`src/rtl/vc_tdm_domain_arb_pkg.sv`:
```
// Shared definitions for the TDM domain arbiter.
//   state_t : arbiter FSM states (IDLE waits for an eligible request, BUSY holds a grant)
//   DOM_L / DOM_H : domain encodings used for cur_dom and the static domain map
package vc_tdm_domain_arb_pkg;

    typedef enum logic {
        IDLE = 1'b0,
        BUSY = 1'b1
    } state_t;

    localparam logic DOM_L = 1'b0;
    localparam logic DOM_H = 1'b1;

endpackage

```
`src/rtl/vc_EnResetReg.sv`:
```
// Register with synchronous active-high reset and load enable.
//   clk, reset : clock and synchronous reset (loads p_reset_value)
//   en, d      : load d when en is high
//   q          : registered value
module vc_EnResetReg #(
    parameter int unsigned             p_nbits       = 1,
    parameter logic [p_nbits-1:0]      p_reset_value = '0
) (
    input  logic               clk,
    input  logic               reset,
    input  logic               en,
    input  logic [p_nbits-1:0] d,
    output logic [p_nbits-1:0] q
);

    always_ff @(posedge clk) begin
        if (reset) begin
            q <= p_reset_value;
        end else if (en) begin
            q <= d;
        end
    end

endmodule

```
`src/rtl/vc_VariableArbChain.sv`:
```
// Variable-priority arbitration chain.
// Picks one requester, searching upward (with wrap) from the one-hot priority position.
//   kin    : kill-in; 1 suppresses every grant
//   prio   : one-hot, marks the highest-priority requester
//   reqs   : request vector
//   grants : one-hot/zero winner
//   kout   : 1 when a winner was produced
module vc_VariableArbChain #(
    parameter int unsigned p_num_reqs = 4
) (
    input  logic                  kin,
    input  logic [p_num_reqs-1:0] prio,
    input  logic [p_num_reqs-1:0] reqs,
    output logic [p_num_reqs-1:0] grants,
    output logic                  kout
);

    logic [2*p_num_reqs-1:0] prio2;
    logic [2*p_num_reqs-1:0] reqs2;
    logic [2*p_num_reqs-1:0] grants2;
    logic                    kill;

    assign prio2 = {{p_num_reqs{1'b0}}, prio};
    assign reqs2 = {reqs, reqs};

    // The request vector is doubled so the search can wrap past the top index.
    // Everything below the priority position starts killed; the priority
    // position re-arms the chain with kin, and the first request after it wins.
    always_comb begin
        grants2 = '0;
        kill    = 1'b1;
        for (int unsigned i = 0; i < 2 * p_num_reqs; i++) begin
            if (prio2[i]) begin
                kill = kin;
            end
            grants2[i] = ~kill & reqs2[i];
            kill       = kill | reqs2[i];
        end
    end

    assign grants = grants2[p_num_reqs-1:0] | grants2[2*p_num_reqs-1:p_num_reqs];
    assign kout   = |grants;

endmodule

```
`src/rtl/vc_tdm_domain_arb.sv`:
```
// Time-division-multiplexed arbiter sharing one resource between two security
// domains. Slots of p_slot_len cycles alternate L/H unconditionally; inside the
// active slot, that domain's requesters are served round-robin.
//   clk, reset : clock, synchronous active-high reset
//   reqs       : level requests, held until granted
//   xact_done  : owner finished its transaction this cycle
//   grants     : registered one-hot/zero grant
//   cur_dom    : domain owning the current slot (0=L, 1=H)
//   slot_cnt   : cycle index within the current slot
//   abort      : 1-cycle pulse when a transaction is cut off at slot end
module vc_tdm_domain_arb
    import vc_tdm_domain_arb_pkg::*;
#(
    parameter int unsigned           p_num_reqs = 4,
    parameter logic [p_num_reqs-1:0] p_dom_mask = 4'b1100,
    parameter int unsigned           p_slot_len = 16,
    parameter int unsigned           p_max_xact = 4
) (
    input  logic                          clk,
    input  logic                          reset,
    input  logic [p_num_reqs-1:0]         reqs,
    input  logic                          xact_done,
    output logic [p_num_reqs-1:0]         grants,
    output logic                          cur_dom,
    output logic [$clog2(p_slot_len)-1:0] slot_cnt,
    output logic                          abort
);

    localparam int unsigned           c_cnt_w = $clog2(p_slot_len);
    localparam logic [c_cnt_w-1:0]    c_last  = c_cnt_w'(p_slot_len - 1);
    // Last slot index at which a full-length transaction still fits.
    localparam logic [c_cnt_w-1:0]    c_guard = c_cnt_w'(p_slot_len - p_max_xact - 1);
    localparam logic [p_num_reqs-1:0] c_one   = p_num_reqs'(1);
    // Lowest-index requester of each domain (isolate lowest set bit).
    localparam logic [p_num_reqs-1:0] c_pri_l_rst = ~p_dom_mask & (p_dom_mask + c_one);
    localparam logic [p_num_reqs-1:0] c_pri_h_rst = p_dom_mask & (~p_dom_mask + c_one);

    state_t                  state_q, state_d;
    logic [p_num_reqs-1:0]   grants_d;
    logic                    abort_d;
    logic                    issue;
    logic                    wrap;
    logic                    open_window;
    logic [p_num_reqs-1:0]   eligible;
    logic [p_num_reqs-1:0]   pri_l, pri_h, arb_prio;
    logic [p_num_reqs-1:0]   arb_grants;
    logic [p_num_reqs-1:0]   pri_next;
    logic                    arb_found;

    // Slot timer: free-running, never influenced by traffic.
    assign wrap = (slot_cnt == c_last);

    always_ff @(posedge clk) begin
        if (reset) begin
            slot_cnt <= '0;
            cur_dom  <= DOM_L;
        end else if (wrap) begin
            slot_cnt <= '0;
            cur_dom  <= ~cur_dom;
        end else begin
            slot_cnt <= slot_cnt + 1'b1;
        end
    end

    assign eligible    = reqs & ((cur_dom == DOM_H) ? p_dom_mask : ~p_dom_mask);
    assign open_window = (slot_cnt <= c_guard);
    assign arb_prio    = (cur_dom == DOM_H) ? pri_h : pri_l;

    vc_VariableArbChain #(
        .p_num_reqs (p_num_reqs)
    ) u_arb (
        .kin    (1'b0),
        .prio   (arb_prio),
        .reqs   (eligible),
        .grants (arb_grants),
        .kout   (arb_found)
    );

    // Winner moves to lowest priority: next priority is the winner rotated left.
    assign pri_next = {arb_grants[p_num_reqs-2:0], arb_grants[p_num_reqs-1]};

    vc_EnResetReg #(
        .p_nbits       (p_num_reqs),
        .p_reset_value (c_pri_l_rst)
    ) u_pri_l (
        .clk   (clk),
        .reset (reset),
        .en    (issue && (cur_dom == DOM_L)),
        .d     (pri_next),
        .q     (pri_l)
    );

    vc_EnResetReg #(
        .p_nbits       (p_num_reqs),
        .p_reset_value (c_pri_h_rst)
    ) u_pri_h (
        .clk   (clk),
        .reset (reset),
        .en    (issue && (cur_dom == DOM_H)),
        .d     (pri_next),
        .q     (pri_h)
    );

    always_comb begin
        state_d  = state_q;
        grants_d = grants;
        abort_d  = 1'b0;
        issue    = 1'b0;
        case (state_q)
            IDLE: begin
                if (arb_found && open_window) begin
                    issue    = 1'b1;
                    state_d  = BUSY;
                    grants_d = arb_grants;
                end
            end
            BUSY: begin
                // A completion in the wrap cycle takes precedence over abort.
                if (xact_done) begin
                    state_d  = IDLE;
                    grants_d = '0;
                end else if (wrap) begin
                    state_d  = IDLE;
                    grants_d = '0;
                    abort_d  = 1'b1;
                end
            end
            default: begin
                state_d  = IDLE;
                grants_d = '0;
            end
        endcase
    end

    always_ff @(posedge clk) begin
        if (reset) begin
            state_q <= IDLE;
            grants  <= '0;
            abort   <= 1'b0;
        end else begin
            state_q <= state_d;
            grants  <= grants_d;
            abort   <= abort_d;
        end
    end

endmodule

```
`config.mk`:
```
export PLATFORM = sky130hd
export DESIGN_NAME = vc_tdm_domain_arb
export DESIGN_NICKNAME = d
export VERILOG_FILES = /design/src/rtl/vc_tdm_domain_arb_pkg.sv /design/src/rtl/vc_EnResetReg.sv /design/src/rtl/vc_VariableArbChain.sv /design/src/rtl/vc_tdm_domain_arb.sv
export SDC_FILE = /design/constraint.sdc
export NUM_CORES = 1
export LEC_CHECK = 0
export CAP_MARGIN = 15
export CORE_ASPECT_RATIO = 0.7
export CORE_MARGIN = 8
export CORE_UTILIZATION = 35
export CTS_BUF_LIST = sky130_fd_sc_hd__clkbuf_8
export DETAILED_ROUTE_END_ITERATION = 8
export MAX_ROUTING_LAYER = met4
export PLACE_DENSITY = 0.63
export SLEW_MARGIN = 10
export SYNTH_ARGS = -nofsm -noshare
export SYNTH_HDL_FRONTEND = slang
export SYNTH_SLANG_ARGS = --single-unit
```
`constraint.sdc`:
```
create_clock -name clk -period 1.8 [get_ports clk]
set_input_delay 0.36 -clock clk [delete_from_list [all_inputs] [get_ports clk]]
set_output_delay 0.36 -clock clk [all_outputs]
set_load 0.02 [all_outputs]
```
# Word level (Yosys, flattened, before mapping)
# Cells that the tools add are included.
[op_classes]
add_sub_neg = 1
order_cmp = 1
eq_ne = 3
muxes = 16
n_bitwise = 26
reduce_logical = 7
[ops]
columns = ["op", "count"]
rows = [
  ["4-bit 2-to-1 mux", 5],
  ["1-bit 2-to-1 mux", 9],
  ["1-bit inverter", 9],
  ["1-bit bitwise AND", 8],
  ["4-bit one-hot mux with 2 select lines", 1],
  ["1-bit bitwise OR", 7],
  ["4-bit by 1-bit adder with 4-bit output, second input constant", 1],
  ["4-bit bitwise AND", 1],
  ["4-bit equality test, second input constant", 1],
  ["4-bit less-or-equal comparator, second input constant", 1],
  ["4-bit bitwise OR", 1],
  ["4-bit OR reduction", 1],
  ["1-bit logical AND", 3],
  ["3-bit by 2-bit != test with 1-bit output, second input constant", 1],
  ["3-bit OR reduction", 1],
  ["2-bit != test, second input constant", 1],
  ["1-bit one-hot mux with 2 select lines", 1],
  ["2-bit AND reduction", 1],
  ["2-bit OR reduction", 1],
]
[word_totals]
ff_bits = 19

# Longest topological paths before layout
[depth]
ltp_word = 20
depth_mapped = 5
depth_no_buf = 5

# Hierarchy
# From an unflattened synthesis, not the netlist that was laid out.
[hier_totals]
cells_unflattened = 105
hier_area_um2 = 1007.2
[modules_own_cells]
columns = ["mod", "n_inst", "cells_per_inst", "area_each_um2"]
rows = [
  ["vc_tdm_domain_arb", 1, 58, 578.1],
  ["vc_EnResetReg", 2, 13, 143.9],
  ["vc_VariableArbChain", 1, 21, 141.4],
]

# Worst setup path after synthesis
# OpenSTA, ideal clock, no wires.
[synth_path]
path_kind = "reg-to-reg"
start = "register slot_cnt[0]"
end = "register grants[1]"
t_arrival_ns = 1.355
t_required_ns = 1.683
setup_slack_ns = 0.328
stages_incl_launch_ff = 6
synth_period_minus_slack_ns = 1.472
cell_sequence = "dfxtp_1 ha_1 nand3_1 a32oi_1 o31ai_2 a32o_1"
[synth_via]
elab_chain_cells = 4
elab_cells_between_ends = 6
cone_classes = "1 x order compare; 3 x eq/ne; 2 x reduce/logical"
[synth_rtl]
columns = ["item", "line", "text"]
rows = [
  ["start, declared", "vc_tdm_domain_arb.sv:25", "output logic [$clog2(p_slot_len)-1:0] slot_cnt,"],
  ["start signal, assigned", "vc_tdm_domain_arb.sv:61", "slot_cnt <= slot_cnt + 1'b1;"],
  ["4-bit less-or-equal comparator", "vc_tdm_domain_arb.sv:66", "assign open_window = (slot_cnt <= c_guard);"],
  ["1-bit logical AND", "vc_tdm_domain_arb.sv:111", "if (arb_found && open_window) begin"],
  ["2-bit != test (no source line)", "--", ""],
  ["2-bit AND reduction (no source line) (*)", "--", ""],
  ["end signal, assigned", "vc_tdm_domain_arb.sv:142", "grants <= grants_d;"],
  ["end, declared", "vc_tdm_domain_arb.sv:23", "output logic [p_num_reqs-1:0] grants,"],
]
# Every way passes the cells marked *; elsewhere a longest branch is shown, timed or not.
# A chain may end at the register's enable or synchronous reset.

# Worst setup path in the final report
[layout_path]
start = "register cur_dom"
end = "output cur_dom"
[layout_lines]
columns = ["item", "line", "text"]
rows = [
  ["start, declared", "vc_tdm_domain_arb.sv:24", "output logic cur_dom,"],
  ["start signal, assigned", "vc_tdm_domain_arb.sv:59", "cur_dom <= ~cur_dom;"],
]
# No word-level cell between the ends.

==> impl_results.html <==
<table>
<tr><th>Metric</th><th>Value</th></tr>
<tr><th colspan="2">Outcome</th></tr>
<tr><td>Status</td><td>finished, final reports clean</td></tr>
<tr><th colspan="2">Global route</th></tr>
<tr><td>Initial antenna violation count</td><td>0</td></tr>
<tr><td>Number of global-route vias before repair</td><td>759</td></tr>
<tr><td>Leftover overflow at the end of global routing</td><td>0</td></tr>
<tr><td>First-pass GRT wire length</td><td>roughly 3.2 mm</td></tr>
<tr><td>Overall track demand over capacity in global routing</td><td>roughly a tenth</td></tr>
<tr><td>Maximum number of pins on one net before global-route repair</td><td>12</td></tr>
<tr><th colspan="2">Timing</th></tr>
<tr><td>Fin Hold WS</td><td>0.4625 ns</td></tr>
<tr><td>Worst-Margin Slew</td><td>0.4305 ns</td></tr>
<tr><td>Highest clock frequency the design can meet</td><td>about 580 MHz</td></tr>
<tr><td>Final Max Slew Viols</td><td>0</td></tr>
<tr><td>Setup skew after layout</td><td>roughly 0.008 ns</td></tr>
<tr><td>Final worst-path setup slack</td><td>0.08725 ns</td></tr>
<tr><td>Rel. slew slack</td><td>71.04%</td></tr>
<tr><td>Crit path time final</td><td>1.713 ns</td></tr>
<tr><td>Unrepaired setup endpoints after global routing</td><td>no</td></tr>
<tr><td>Final period util</td><td>95.15%</td></tr>
<tr><td>Number of endpoints with negative hold slack in the final report</td><td>0</td></tr>
<tr><td>Summed negative setup slack over all endpoints</td><td>0 ns</td></tr>
<tr><td>Final setup violating endpoints</td><td>0</td></tr>
<tr><th colspan="2">Synthesis</th></tr>
<tr><td>Register area share after synthesis</td><td>44.44%</td></tr>
<tr><td>Cell area after synthesis</td><td>855.8 um^2</td></tr>
<tr><td>Flip-flop and latch count after synthesis</td><td>19</td></tr>
<tr><td>Average footprint of a synthesized cell</td><td>9.202 um^2</td></tr>
<tr><td>Synth unique cells</td><td>36</td></tr>
<tr><td>Post-synth net total</td><td>101</td></tr>
<tr><td>Count of mapped cells out of synthesis</td><td>a little over 90</td></tr>
<tr><td>Total number of yosys warnings</td><td>0</td></tr>
<tr><th colspan="2">Die</th></tr>
<tr><td>Core outline area</td><td>~0.0024 mm^2</td></tr>
<tr><td>Row cnt</td><td>15</td></tr>
<tr><td>DIE WIDTH</td><td>between 70 and 80 um</td></tr>
<tr><td>Initial core utilization</td><td>35.91%</td></tr>
<tr><td>Die footprint</td><td>0.004308 mm^2</td></tr>
<tr><td>I/O Pins</td><td>17</td></tr>
<tr><td>Die height</td><td>57.37 um</td></tr>
<tr><th colspan="2">Clock tree</th></tr>
<tr><td>Post-CTS clock slew at the launch and capture registers of the worst setup and hold paths</td><td>0.07 ns</td></tr>
<tr><td>Clock Tree Root</td><td>clkbuf_8</td></tr>
<tr><td>Post-cts repair resize count</td><td>0</td></tr>
<tr><td>Sink count of the clock tree</td><td>19</td></tr>
<tr><td>Clock tree from TritonCTS</td><td>done</td></tr>
<tr><td>Hold_buf cts</td><td>0</td></tr>
<tr><td>H-Tree Level Count</td><td>1</td></tr>
<tr><td>Maximum number of buffers from clock root to sink</td><td>2</td></tr>
<tr><td>TritonCTS buffer count</td><td>3</td></tr>
<tr><td>Buffers inserted by post-CTS timing repair</td><td>0</td></tr>
<tr><td>Clock network latency to the later pin of the worst-skew pair</td><td>0.26 ns</td></tr>
<tr><th colspan="2">Route</th></tr>
<tr><td>Wire length reported by the detailed router</td><td>1.933 mm</td></tr>
<tr><td>Count of vias placed by the detailed router</td><td>771</td></tr>
<tr><td>Initial detailed-routing violation count</td><td>21</td></tr>
<tr><td>Residual antenna-violating net count after detailed routing</td><td>0</td></tr>
<tr><td>Number of iterations in the first detailed-routing pass</td><td>4</td></tr>
<tr><td>Ratio of routed vias to standard cells</td><td>5.072</td></tr>
<tr><td>Routed wire length per instance</td><td>12.72 um</td></tr>
<tr><td># DRC</td><td>0</td></tr>
<tr><th colspan="2">Critical path</th></tr>
<tr><td>Arrival time reported for the critical path endpoint</td><td>1.35 ns</td></tr>
<tr><td>Maximum cell stage delay along the critical path</td><td>between 0.6 and 0.7 ns</td></tr>
<tr><td>Capture point of the worst path</td><td>cur_dom</td></tr>
<tr><td>Cells traversed along the worst timing path</td><td>clkdlybuf4s50_1</td></tr>
<tr><td>Critical Path RT</td><td>roughly 1.4 ns</td></tr>
<tr><td>End of the worst register-to-register path</td><td>grants[1]$_SDFFE_PP0P_</td></tr>
<tr><td>Reg2Reg Setup Slack</td><td>~0.3 ns</td></tr>
<tr><td>Worst setup path startpoint</td><td>cur_dom$_SDFFE_PP0P_</td></tr>
<tr><td>Critical path type</td><td>reg -&gt; out</td></tr>
<tr><td>Worst reg2reg path startpoint</td><td>slot_cnt[0]$_SDFF_PP0_</td></tr>
<tr><td>Cell with the largest stage delay on the worst path</td><td>clkdlybuf4s50_1</td></tr>
<tr><td>Launching element type of the critical path</td><td>register</td></tr>
<tr><td>Crit path max fanout</td><td>6</td></tr>
<tr><td>Number of cell instances on the worst register-to-register path</td><td>5</td></tr>
<tr><td>Dominant delay contributor by cell family on the critical path</td><td>buffers and inverters</td></tr>
<tr><td>Crit. End Element</td><td>output port</td></tr>
<tr><td>Number of cells on the critical path</td><td>1</td></tr>
<tr><td>Buf/Inv on CP</td><td>1</td></tr>
<tr><th colspan="2">Placed design</th></tr>
<tr><td>Placement-stage worst setup slack</td><td>-0.03459 ns</td></tr>
<tr><td>Final HPWL from detailed placement</td><td>approximately 1.5 mm</td></tr>
<tr><td>Post-Place Cells</td><td>148</td></tr>
<tr><td>Count of buffers inserted at the top-level ports</td><td>16</td></tr>
<tr><td>Weighted congestion reported at the end of routability-driven placement</td><td>roughly 0.75</td></tr>
<tr><td>Total cell area at the placement stage</td><td>approximately 0.0011 mm^2</td></tr>
<tr><th colspan="2">Cells and area</th></tr>
<tr><td>Area growth, synth to finish</td><td>33.19%</td></tr>
<tr><td>Non-filler instance count after layout</td><td>152</td></tr>
<tr><td>Fraction of final layout cells sized beyond drive strength 1</td><td>16.10%</td></tr>
<tr><td>Nets</td><td>127</td></tr>
<tr><td>Core Util, Final</td><td>47.82%</td></tr>
<tr><td>Count of antenna diodes in the layout</td><td>0</td></tr>
<tr><td>Post-route standard cell area excluding fillers</td><td>0.001140 mm^2</td></tr>
<tr><th colspan="2">Power</th></tr>
<tr><td>Total power draw</td><td>between 0.9 and 1 mW</td></tr>
<tr><td>Power Density</td><td>808.4 mW/mm^2</td></tr>
<tr><td>Worst VDD drop</td><td>422.4 uV</td></tr>
<tr><td>Static Leakage</td><td>0.4368 nW</td></tr>
<tr><th colspan="2">Job</th></tr>
<tr><td>Max-cap violations</td><td>0</td></tr>
<tr><th colspan="2">Worst hold path</th></tr>
<tr><td>Min-Delay Path Class</td><td>reg -&gt; reg</td></tr>
</table>
cell usage in the layout (no fill, tap or decap), types with 2 or more instances in the layout:
cell type,netlist,routed
o211ai_1,2,2
nor4_1,2,2
o31ai_2,2,2
inv_1,9,9
dfxtp_1,19,19
a21oi_1,6,6
nor2_1,3,3
nand2b_1,2,2
o21ai_0,5,5
clkdlybuf4s50_1,0,16
nand2_1,5,5
buf_4,0,7
nor2b_2,2,2
o21ai_1,4,4
nand3_1,4,4
and3_1,2,2
xnor2_1,2,2
nor3_1,4,4
clkbuf_8,1,3
per-layer routing:
layer  up-vias  global-route usage [%]  part of all wire [%]
li1        394                       -                     -
met1       359                   11.27                    49
met2        13                   15.36                    44
met3         5                   4.720                   5.1
met4         0                   4.167                   1.7
met5         -                       -                     0
state kept, by name, summed over array words and instances (netlist names):
register,count
state_q,1
abort,1
cur_dom,1
u_pri_h.q,4
slot_cnt,4
u_pri_l.q,4
grants,4
logic make-up (layout without fill, tap and decap cells):
| family | after synthesis | count (layout) | share of synthesized area (%) |
|---|---|---|---|
| buf+inv | 11 | 36 | 5.993 |
| compound gates | 27 | 27 | 22.66 |
| fa+ha+maj | 1 | 1 | 1.462 |
| xor+xnor | 2 | 2 | 2.047 |
| simple gates | 33 | 33 | 23.39 |
| flops | 19 | 19 | 44.44 |
worst min-delay path by stage:
| stage | end | depth (start not counted) | startpoint |
|---|---|---|---|
| 2_1_floorplan | u_pri_l.q[0]$_SDFFE_PP1P_ | 2 | u_pri_l.q[0]$_SDFFE_PP1P_ |
| 3_3_place_gp | grants[3]$_SDFFE_PP0P_ | 2 | grants[3]$_SDFFE_PP0P_ |
| 3_5_place_dp | grants[2]$_SDFFE_PP0P_ | 2 | grants[2]$_SDFFE_PP0P_ |
| 4_1_cts | u_pri_l.q[0]$_SDFFE_PP1P_ | 2 | u_pri_l.q[0]$_SDFFE_PP1P_ |
| 5_1_grt | grants[0]$_SDFFE_PP0P_ | 1 | grants[0]$_SDFFE_PP0P_ |
| 6_report | grants[2]$_SDFFE_PP0P_ | 2 | grants[2]$_SDFFE_PP0P_ |
report_power, final:
group	switching (mW)	internal (mW)
Combinational	0.0833	0.0786
Sequential	0.0184	0.442
Clock	0.145	0.154
Total	0.247	0.675
worst min-delay path, stage by stage, from the launching register on:
cell	delay [ns]
dfxtp_1	0.31
inv_1	0.05
o21ai_1	0.06
cells in the mapped netlist:
cell type	n	area, um^2
a211oi_1	1	7.510
a21oi_1	6	30.03
a32o_1	1	10.01
a32oi_1	1	8.760
and2_1	1	6.260
and3_1	2	12.51
and3_2	1	7.510
and4_1	1	8.760
and4_4	1	11.26
buf_1	1	3.750
clkbuf_8	1	13.76
dfxtp_1	19	380.4
ha_1	1	12.51
inv_1	9	33.78
nand2_1	5	18.77
nand2b_1	2	12.51
nand3_1	4	20.02
nand4b_1	1	8.760
nor2_1	3	11.26
nor2b_1	1	6.260
nor2b_2	2	17.52
nor3_1	4	20.02
nor3b_1	1	7.510
nor3b_2	1	12.51
nor4_1	2	12.51
o211a_1	1	10.01
o211ai_1	2	15.01
o21ai_0	5	25.02
o21ai_1	4	20.02
o2bb2ai_1	1	8.760
o31a_1	1	8.760
o31ai_2	2	25.02
o32ai_2	1	16.27
o41ai_1	1	8.760
or3_1	1	6.260
xnor2_1	2	17.52
layout make-up:
cell class                      count  area (um^2)
Multi-Input combinational cell     63        424.2
Sequential cell                    19        380.4
Clock inverter                      1        5.005
Fill cell                         244         1244
Tap cell                           34        42.54
Inverter                            9        33.78
Clock buffer                        3        41.29
Timing Repair Buffer               23        212.7
No activity file was read; power rests on OpenSTA's default activity.
